File: config.mk
export PLATFORM = sky130hd
export DESIGN_NAME = arith_engine
export DESIGN_NICKNAME = d
export VERILOG_FILES = /design/src/rtl/arith_engine_pkg.sv /design/src/rtl/arith_engine_alu.sv /design/src/rtl/arith_engine.sv
export SDC_FILE = /design/constraint.sdc
export NUM_CORES = 1
export LEC_CHECK = 0
export CAP_MARGIN = 20
export CELL_PAD_IN_SITES_DETAIL_PLACEMENT = 2
export CELL_PAD_IN_SITES_GLOBAL_PLACEMENT = 2
export CORE_ASPECT_RATIO = 0.5
export CORE_UTILIZATION = 26
export DETAILED_ROUTE_END_ITERATION = 12
export PLACE_DENSITY = 0.79
export RECOVER_POWER = 25
export SYNTH_ARGS = -nofsm -noshare
export SYNTH_HDL_FRONTEND = slang
export SYNTH_SLANG_ARGS = --single-unit
File: constraint.sdc
create_clock -name i_clk -period 3.1 [get_ports i_clk]
set_input_delay 0.775 -clock i_clk [delete_from_list [all_inputs] [get_ports i_clk]]
set_output_delay 0.775 -clock i_clk [all_outputs]
set_load 0.01 [all_outputs]
File: src/rtl/arith_engine_pkg.sv
// Shared opcode encodings, flag bit positions and helpers for arith_engine.
package arith_engine_pkg;

  typedef enum logic [2:0] {
    OP_OR   = 3'b000,
    OP_NAND = 3'b001,
    OP_NOR  = 3'b010,
    OP_AND  = 3'b011,
    OP_ADD  = 3'b100,
    OP_SUB  = 3'b101
  } op_e;

  localparam int unsigned NUM_FLAGS = 4;
  localparam int unsigned FLAG_N    = 3;
  localparam int unsigned FLAG_Z    = 2;
  localparam int unsigned FLAG_C    = 1;
  localparam int unsigned FLAG_V    = 0;

  // Two's-complement overflow: operands agree in sign and the result does not.
  function automatic logic add_overflow(input logic sa, input logic sb, input logic sr);
    return (sa == sb) && (sr != sa);
  endfunction

  // Subtraction overflows when operand signs differ and the result flips from a.
  function automatic logic sub_overflow(input logic sa, input logic sb, input logic sr);
    return (sa != sb) && (sr != sa);
  endfunction

endpackage

File: src/rtl/arith_engine_alu.sv
// Combinational ALU core: six logic/arithmetic ops, reserved-opcode detection,
// and {N,Z,C,V} flags when ARITH_ENGINE_FLAGS_EN is defined (otherwise flags = 0).
module arith_engine_alu
  import arith_engine_pkg::*;
#(
  parameter int unsigned WIDTH = 8
) (
  input  logic [WIDTH-1:0]     a,
  input  logic [WIDTH-1:0]     b,
  input  logic [2:0]           op,
  output logic [WIDTH-1:0]     result,
  output logic                 illegal,
  output logic [NUM_FLAGS-1:0] flags
);

  op_e opc;
  assign opc = op_e'(op);

  // Unlisted and unknown opcodes fall into default and read as reserved.
  always_comb begin
    result  = '0;
    illegal = 1'b0;
    case (opc)
      OP_OR:   result = a | b;
      OP_NAND: result = ~(a & b);
      OP_NOR:  result = ~(a | b);
      OP_AND:  result = a & b;
      OP_ADD:  result = a + b;
      OP_SUB:  result = a - b;
      default: illegal = 1'b1;
    endcase
  end

`ifdef ARITH_ENGINE_FLAGS_EN
  logic [WIDTH:0] add_ext;
  logic [WIDTH:0] sub_ext;

  // Extended-width forms expose carry-out and borrow (a < b) in the top bit.
  assign add_ext = {1'b0, a} + {1'b0, b};
  assign sub_ext = {1'b0, a} - {1'b0, b};

  always_comb begin
    flags         = '0;
    flags[FLAG_N] = result[WIDTH-1];
    flags[FLAG_Z] = (result == '0);
    case (opc)
      OP_ADD: begin
        flags[FLAG_C] = add_ext[WIDTH];
        flags[FLAG_V] = add_overflow(a[WIDTH-1], b[WIDTH-1], result[WIDTH-1]);
      end
      OP_SUB: begin
        flags[FLAG_C] = sub_ext[WIDTH];
        flags[FLAG_V] = sub_overflow(a[WIDTH-1], b[WIDTH-1], result[WIDTH-1]);
      end
      default: ;
    endcase
  end
`else
  assign flags = '0;
`endif

endmodule

File: src/rtl/arith_engine.sv
// Registered ALU: one-cycle latency result, valid, illegal and flag outputs.
// Status flags are produced only when ARITH_ENGINE_FLAGS_EN is defined.
module arith_engine
  import arith_engine_pkg::*;
#(
  parameter int unsigned WIDTH = 8
) (
  input  logic             i_clk,
  input  logic             i_rst_n,
  input  logic             i_valid,
  input  logic [2:0]       i_instruction,
  input  logic [WIDTH-1:0] i_a,
  input  logic [WIDTH-1:0] i_b,
  output logic [WIDTH-1:0] out,
  output logic             o_valid,
  output logic             o_illegal,
  output logic [3:0]       o_flags
);

  logic [WIDTH-1:0]     alu_result;
  logic                 alu_illegal;
  logic [NUM_FLAGS-1:0] alu_flags;

  arith_engine_alu #(
    .WIDTH(WIDTH)
  ) u_alu (
    .a      (i_a),
    .b      (i_b),
    .op     (i_instruction),
    .result (alu_result),
    .illegal(alu_illegal),
    .flags  (alu_flags)
  );

  // Reset wins over a coincident request; idle cycles hold the last result.
  always_ff @(posedge i_clk) begin
    if (!i_rst_n) begin
      out       <= '0;
      o_valid   <= 1'b0;
      o_illegal <= 1'b0;
    end else begin
      o_valid <= i_valid;
      if (i_valid) begin
        out       <= alu_result;
        o_illegal <= alu_illegal;
      end
    end
  end

`ifdef ARITH_ENGINE_FLAGS_EN
  always_ff @(posedge i_clk) begin
    if (!i_rst_n) begin
      o_flags <= '0;
    end else if (i_valid) begin
      o_flags <= alu_flags;
    end
  end
`else
  assign o_flags = alu_flags;
`endif

endmodule

# [Word level (Yosys, flattened, before mapping)]
# Cells that the tools add are included.
[word_totals] word_cells=18 register_bits=10 out_inout_bits=14 input_bits=22
[classes] n_reduce_logical=2 eq_ne=5 n_bitwise=4 n_addsub=2 muxes=2
[op_table] operator="case mux 8 bit (6 select lines)" count=1
[op_table] operator="NOT 8 bit" count=2
[op_table] operator="adder 8 bit" count=1
[op_table] operator="AND 8 bit" count=1
[op_table] operator="OR 8 bit" count=1
[op_table] operator="subtractor 8 bit" count=1
[op_table] operator="== test 3 x 2 -> 1 bit, second input constant" count=2
[op_table] operator="== test 3 bit, second input constant" count=2
[op_table] operator="OR reduction 6 bit" count=1
[op_table] operator="== test 3 x 1 -> 1 bit, second input constant" count=1
[op_table] operator="logical NOT 3 bit" count=1
[op_table] operator="two-way mux 1 bit" count=1

# [Depth between registers and ports, before layout]
[logic_depth] ltp_word=3 depth_mapped=11 mapped_depth_nobuf=11

# [Cells and area by module]
# From an unflattened synthesis, not the netlist that was laid out.
[hier_totals] hier_cells=149 hier_area_um2=1219.9
[modules_own_cells] module="arith_engine_alu" area_each_um2=854.6 cells_each=119 n_inst=1 seq_area_each_um2=0.0
[modules_own_cells] module="arith_engine" area_each_um2=365.4 cells_each=30 n_inst=1 seq_area_each_um2=200.2

# [Worst setup path before layout]
# No wires, ideal clock.
[synth_path] kind="input -> register" start="input i_instruction[2]" end="register out[6]" cell_stages=10 path_buffers=0 arrival_ns=2.488 slack_ns=0.493 setup_time_ns=0.120 required_time_ns=2.980 path_cell_list="inv_1 > nor2_2 > nand2_1 > a21o_1 > fa_1 > nor2b_1 > o21a_1 > o21ai_2 > mux2i_1 > o31a_1"
[synth_via] elab_chain_cells=2 word_cells_on_any_way=7 cone_classes="eq/ne: 5; mux: 1; reduce/logical: 1"
[synth_lines] element="from (decl)" line="arith_engine.sv:11" text="input logic [2:0] i_instruction,"
[synth_lines] element="== test 3 bit, or another cell as far along" line="arith_engine_alu.sv:23" text="case (opc)"
[synth_lines] element="case mux 8 bit (6 select lines) *" line="arith_engine_alu.sv:23"
[synth_lines] element="to (signal assigned)" line="arith_engine.sv:44" text="out <= alu_result;"
[synth_lines] element="to (decl)" line="arith_engine.sv:14" text="output logic [WIDTH-1:0] out,"
# Mark *: on every way between the ends. The rest lies on a longest branch, timed or not.
# A chain may end at the register's enable or synchronous reset.

# [Worst setup path after layout]
# Ends and elaborated chain as after synthesis.

==> qor.csv <==
stage;metric;value;unit
floorplanning;core;4064;um2
clock_network;numCtsBuffers;3;
timing;final-setup-viol-count;0;
route;routed_via_density;5.028;
setup_path;crit_type;primary input to register;
power_and_ir_drop;p_sw;0.1943;mW
route;firstDrtPassIters;4;
grt;grt_max_degree;20;
timing;period_minus_slack;3.024;ns
timing;worst_pin_slew;0.5984;ns
grt;grt_pass1_wl;7.093;mm
cells_and_area;fin_nets;234;
logic_synthesis;synthDistinctLibCells;43;
floorplanning;dieArea;4719;um2
clock_network;cts_tree;done;
clock_network;htreeDepth;1;
flow_run;drv_cap;0;
logic_synthesis;synthFlopType;dfxtp_1;
setup_path;cp-startpoint;i_instruction[2];
route;wl_per_cell;17.65;um
floorplanning;rows;16;
route;ant_nets;0;
clock_network;cts.sinks;10;
setup_path;r2r_slack;2.26;ns
cells_and_area;final_cells;254;
setup_path;path_cells;clkdlybuf4s50_1 -> inv_1 -> nor2_2 -> nand2_2 -> a21o_1 -> fa_1 -> nor2b_1 -> o21a_1 -> o21ai_2 -> mux2i_1 -> o31a_1;
cells_and_area;layout_commonest_cell;clkdlybuf4s50_1;
timing;finalCritPeriodShare;97.54;%
setup_path;cp_data_arrival_time;3.15;ns
timing;slew_headroom;59.98;%
run_status;outcome;finished, final reports clean;
timing;fin_hold_ws;0.4963;ns
power_and_ir_drop;seqPwrFrac;24.6;%
power_and_ir_drop;finalPower;0.5849;mW
placement;dp_cells;250;
timing;setup_tns;0;ns
setup_path;crit_path_end;out[6]$_SDFFE_PN0P_;
setup_path;slowest_stage;clkdlybuf4s50_1;
clock_network;path_clk_slew;0.05;ns
placement;place.detailed.hpwl;3.668;mm
timing;max_freq;330.7;MHz
cells_and_area;area_delta_synth_final;49.73;%
floorplanning;pin_count;36;
grt;antenna_found_initial;0;
cells_and_area;fill_cells;489;
floorplanning;die_h;49.08;um
floorplanning;die_x;96.15;um
clock_network;clk_path_buf_depth;2;
power_and_ir_drop;internal_power;0.3907;mW
logic_synthesis;synth-seq-area-share;17.37;%
min_path;worstHoldPathType;register to register;
placement;place.gp.congestion;0.8126;
clock_network;insertion_delay;0.23;ns
clock_network;holdBufCountCts;0;
route;dr_total_vias;1277;
power_and_ir_drop;irDropWorstVdd;0.1242;mV
route;drt-total-wl;4.482;mm
clock_network;cts_root_buf;clkbuf_8;
logic_synthesis;ys_async_sr_fraction;0;%
setup_path;worst_setup_path_end_kind;register;
power_and_ir_drop;p_sw_share;33.21;%
power_and_ir_drop;power.density;339.0;nW/um2
cells_and_area;diodes;0;
cells_and_area;drive_above_1_share;19.50;%
timing;hold_viol_final;0;
timing;finClkSkew;0;ns
clock_network;post-cts-setup-buffer-count;0;
setup_path;worstRegToRegCells;2;
cells_and_area;final_cell_mix;clkdlybuf4s50_1 (27), buf_4 (23), xnor2_1 (13);
cells_and_area;final_cell_area;1725;um2
route;drtIter0Drc;29;
logic_synthesis;synth_edf_count;0;
power_and_ir_drop;pwr-share-comb;47.8;%
setup_path;crit_required;3.22;ns
route;drc_errors;0;
power_and_ir_drop;clkPwrFrac;27.6;%
timing;drv_slew;0;
setup_path;startpoint_type;primary input;
placement;portBuffers;31;
setup_path;cp_max_fo;4;
logic_synthesis;synth_seq_cells;10;
logic_synthesis;avgSynthCellArea;7.839;um2
placement;dpl-instance-area;1645;um2
min_path;hold_depth;2;
grt;track_usage;20.24;%
setup_path;r2r_start;out[6]$_SDFFE_PN0P_;
setup_path;reg2reg_to;out[6]$_SDFFE_PN0P_;
logic_synthesis;ys_warn_count;0;
grt;grt_pass1_vias;1351;
logic_synthesis;synth_area;1152;um2
floorplanning;initial_core_util;28.36;%
power_and_ir_drop;cellLeakagePower;0.7410;nW
setup_path;critPathMaxStageDelay;0.49;ns
grt;grt-ovfl-total;0;
logic_synthesis;syn_inst;147;
==> cells by family after synthesis <==
logic type               after synthesis  share of synthesized area (%)
adder cells (fa/ha/maj)               11                          12.60
multiplexers                           2                          1.737
flip-flops                            10                          17.37
AND/OR/NAND/NOR                       58                          27.25
buffers and inverters                 14                          7.926
XOR/XNOR                              17                          12.92
other                                  1                         0.3254
AO/OA/AOI/OAI                         34                          19.87
==> metal layers <==
layer | GRT usage, % | routed length, um | vias up
met3 | 1.402 | 90 | 8
met2 | 32.62 | 2043 | 29
met4 | 7.214 | 92 | 0
met1 | 28.22 | 2255 | 614
met5 | 0 | 0 | -
li1 | - | - | 626
==> cells in the mapped netlist (2+ instances only) <==
library cell  count  area, um2
a21o_1            2      15.01
a21oi_1           7      35.03
nand3b_1          3      22.52
xor2_1            4      35.03
inv_1             6      22.52
nand2_1          11      41.29
dfxtp_1          10      200.2
buf_4             4      30.03
nand2b_1          3      18.77
o21a_1            3      22.52
buf_6             3      33.78
or3_2             2      15.01
xnor2_1          13      113.9
o21ai_0           5      25.02
nor3_1            4      20.02
nor2_1           10      37.54
ha_1             10      125.1
a211oi_1          3      22.52
nand3_1           7      35.03
or3_1             6      37.54
mux2i_1           2      20.02
a31oi_1           4      25.02
nor2b_1           5      31.28
==> state kept, by name, summed over array words and instances, names as in the netlist <==
signal / count
out: 8
o_valid: 1
o_illegal: 1
==> final cells by class <==
class,count,area [um2],share of cell area (%)
Clock buffer,4,55.05,3.191
Tap cell,54,67.56,3.916
Timing Repair Buffer,54,483.0,27.99
Multi-Input combinational cell,126,897.1,51.99
Sequential cell,10,200.2,11.60
Inverter,6,22.52,1.305
==> stage by stage <==
stage	setup slack (ns)	util [%]
2_1_floorplan	0.4927	-
3_3_place_gp	-0.1094	40.49
3_5_place_dp	-0.1640	40.49
4_1_cts	0.04816	41.84
5_1_grt	-0.01827	42.46
6_report	0.07635	42.46
==> critical path: cells and delay by family <==
| family | cells | cell delay (ns) |
|---|---|---|
| simple gates | 3 | 0.47 |
| compound gates | 4 | 0.77 |
| buf+inv | 2 | 0.56 |
| fa+ha+maj | 1 | 0.44 |
| mux | 1 | 0.14 |
==> power by group through the flow <==
stage	logic, mW	registers [mW]	clock network, mW
finish	0.280	0.144	0.161
global route	0.304	0.145	0.171
CTS	0.274	0.144	0.163
detailed placement	0.271	0.147	0
global placement	0.256	0.146	0
floorplan	0.142	0.150	0
==> how the worst min path moves through the flow <==
stage / start / end / slack [ns]
floorplan: o_illegal$_SDFFE_PN0P_ / o_illegal$_SDFFE_PN0P_ / 0.49
global placement: o_illegal$_SDFFE_PN0P_ / o_illegal$_SDFFE_PN0P_ / 0.47
detailed placement: out[2]$_SDFFE_PN0P_ / out[2]$_SDFFE_PN0P_ / 0.49
CTS: out[0]$_SDFFE_PN0P_ / out[0]$_SDFFE_PN0P_ / 0.50
global route: out[0]$_SDFFE_PN0P_ / out[0]$_SDFFE_PN0P_ / 0.52
finish: o_illegal$_SDFFE_PN0P_ / o_illegal$_SDFFE_PN0P_ / 0.50
==> repair_timing <==
action / CTS / global route
resized for setup: 0 / 5
endpoints found under the hold margin: 0 / 0
setup endpoints to repair: 0 / 4
(Power assumes the default switching activity.)
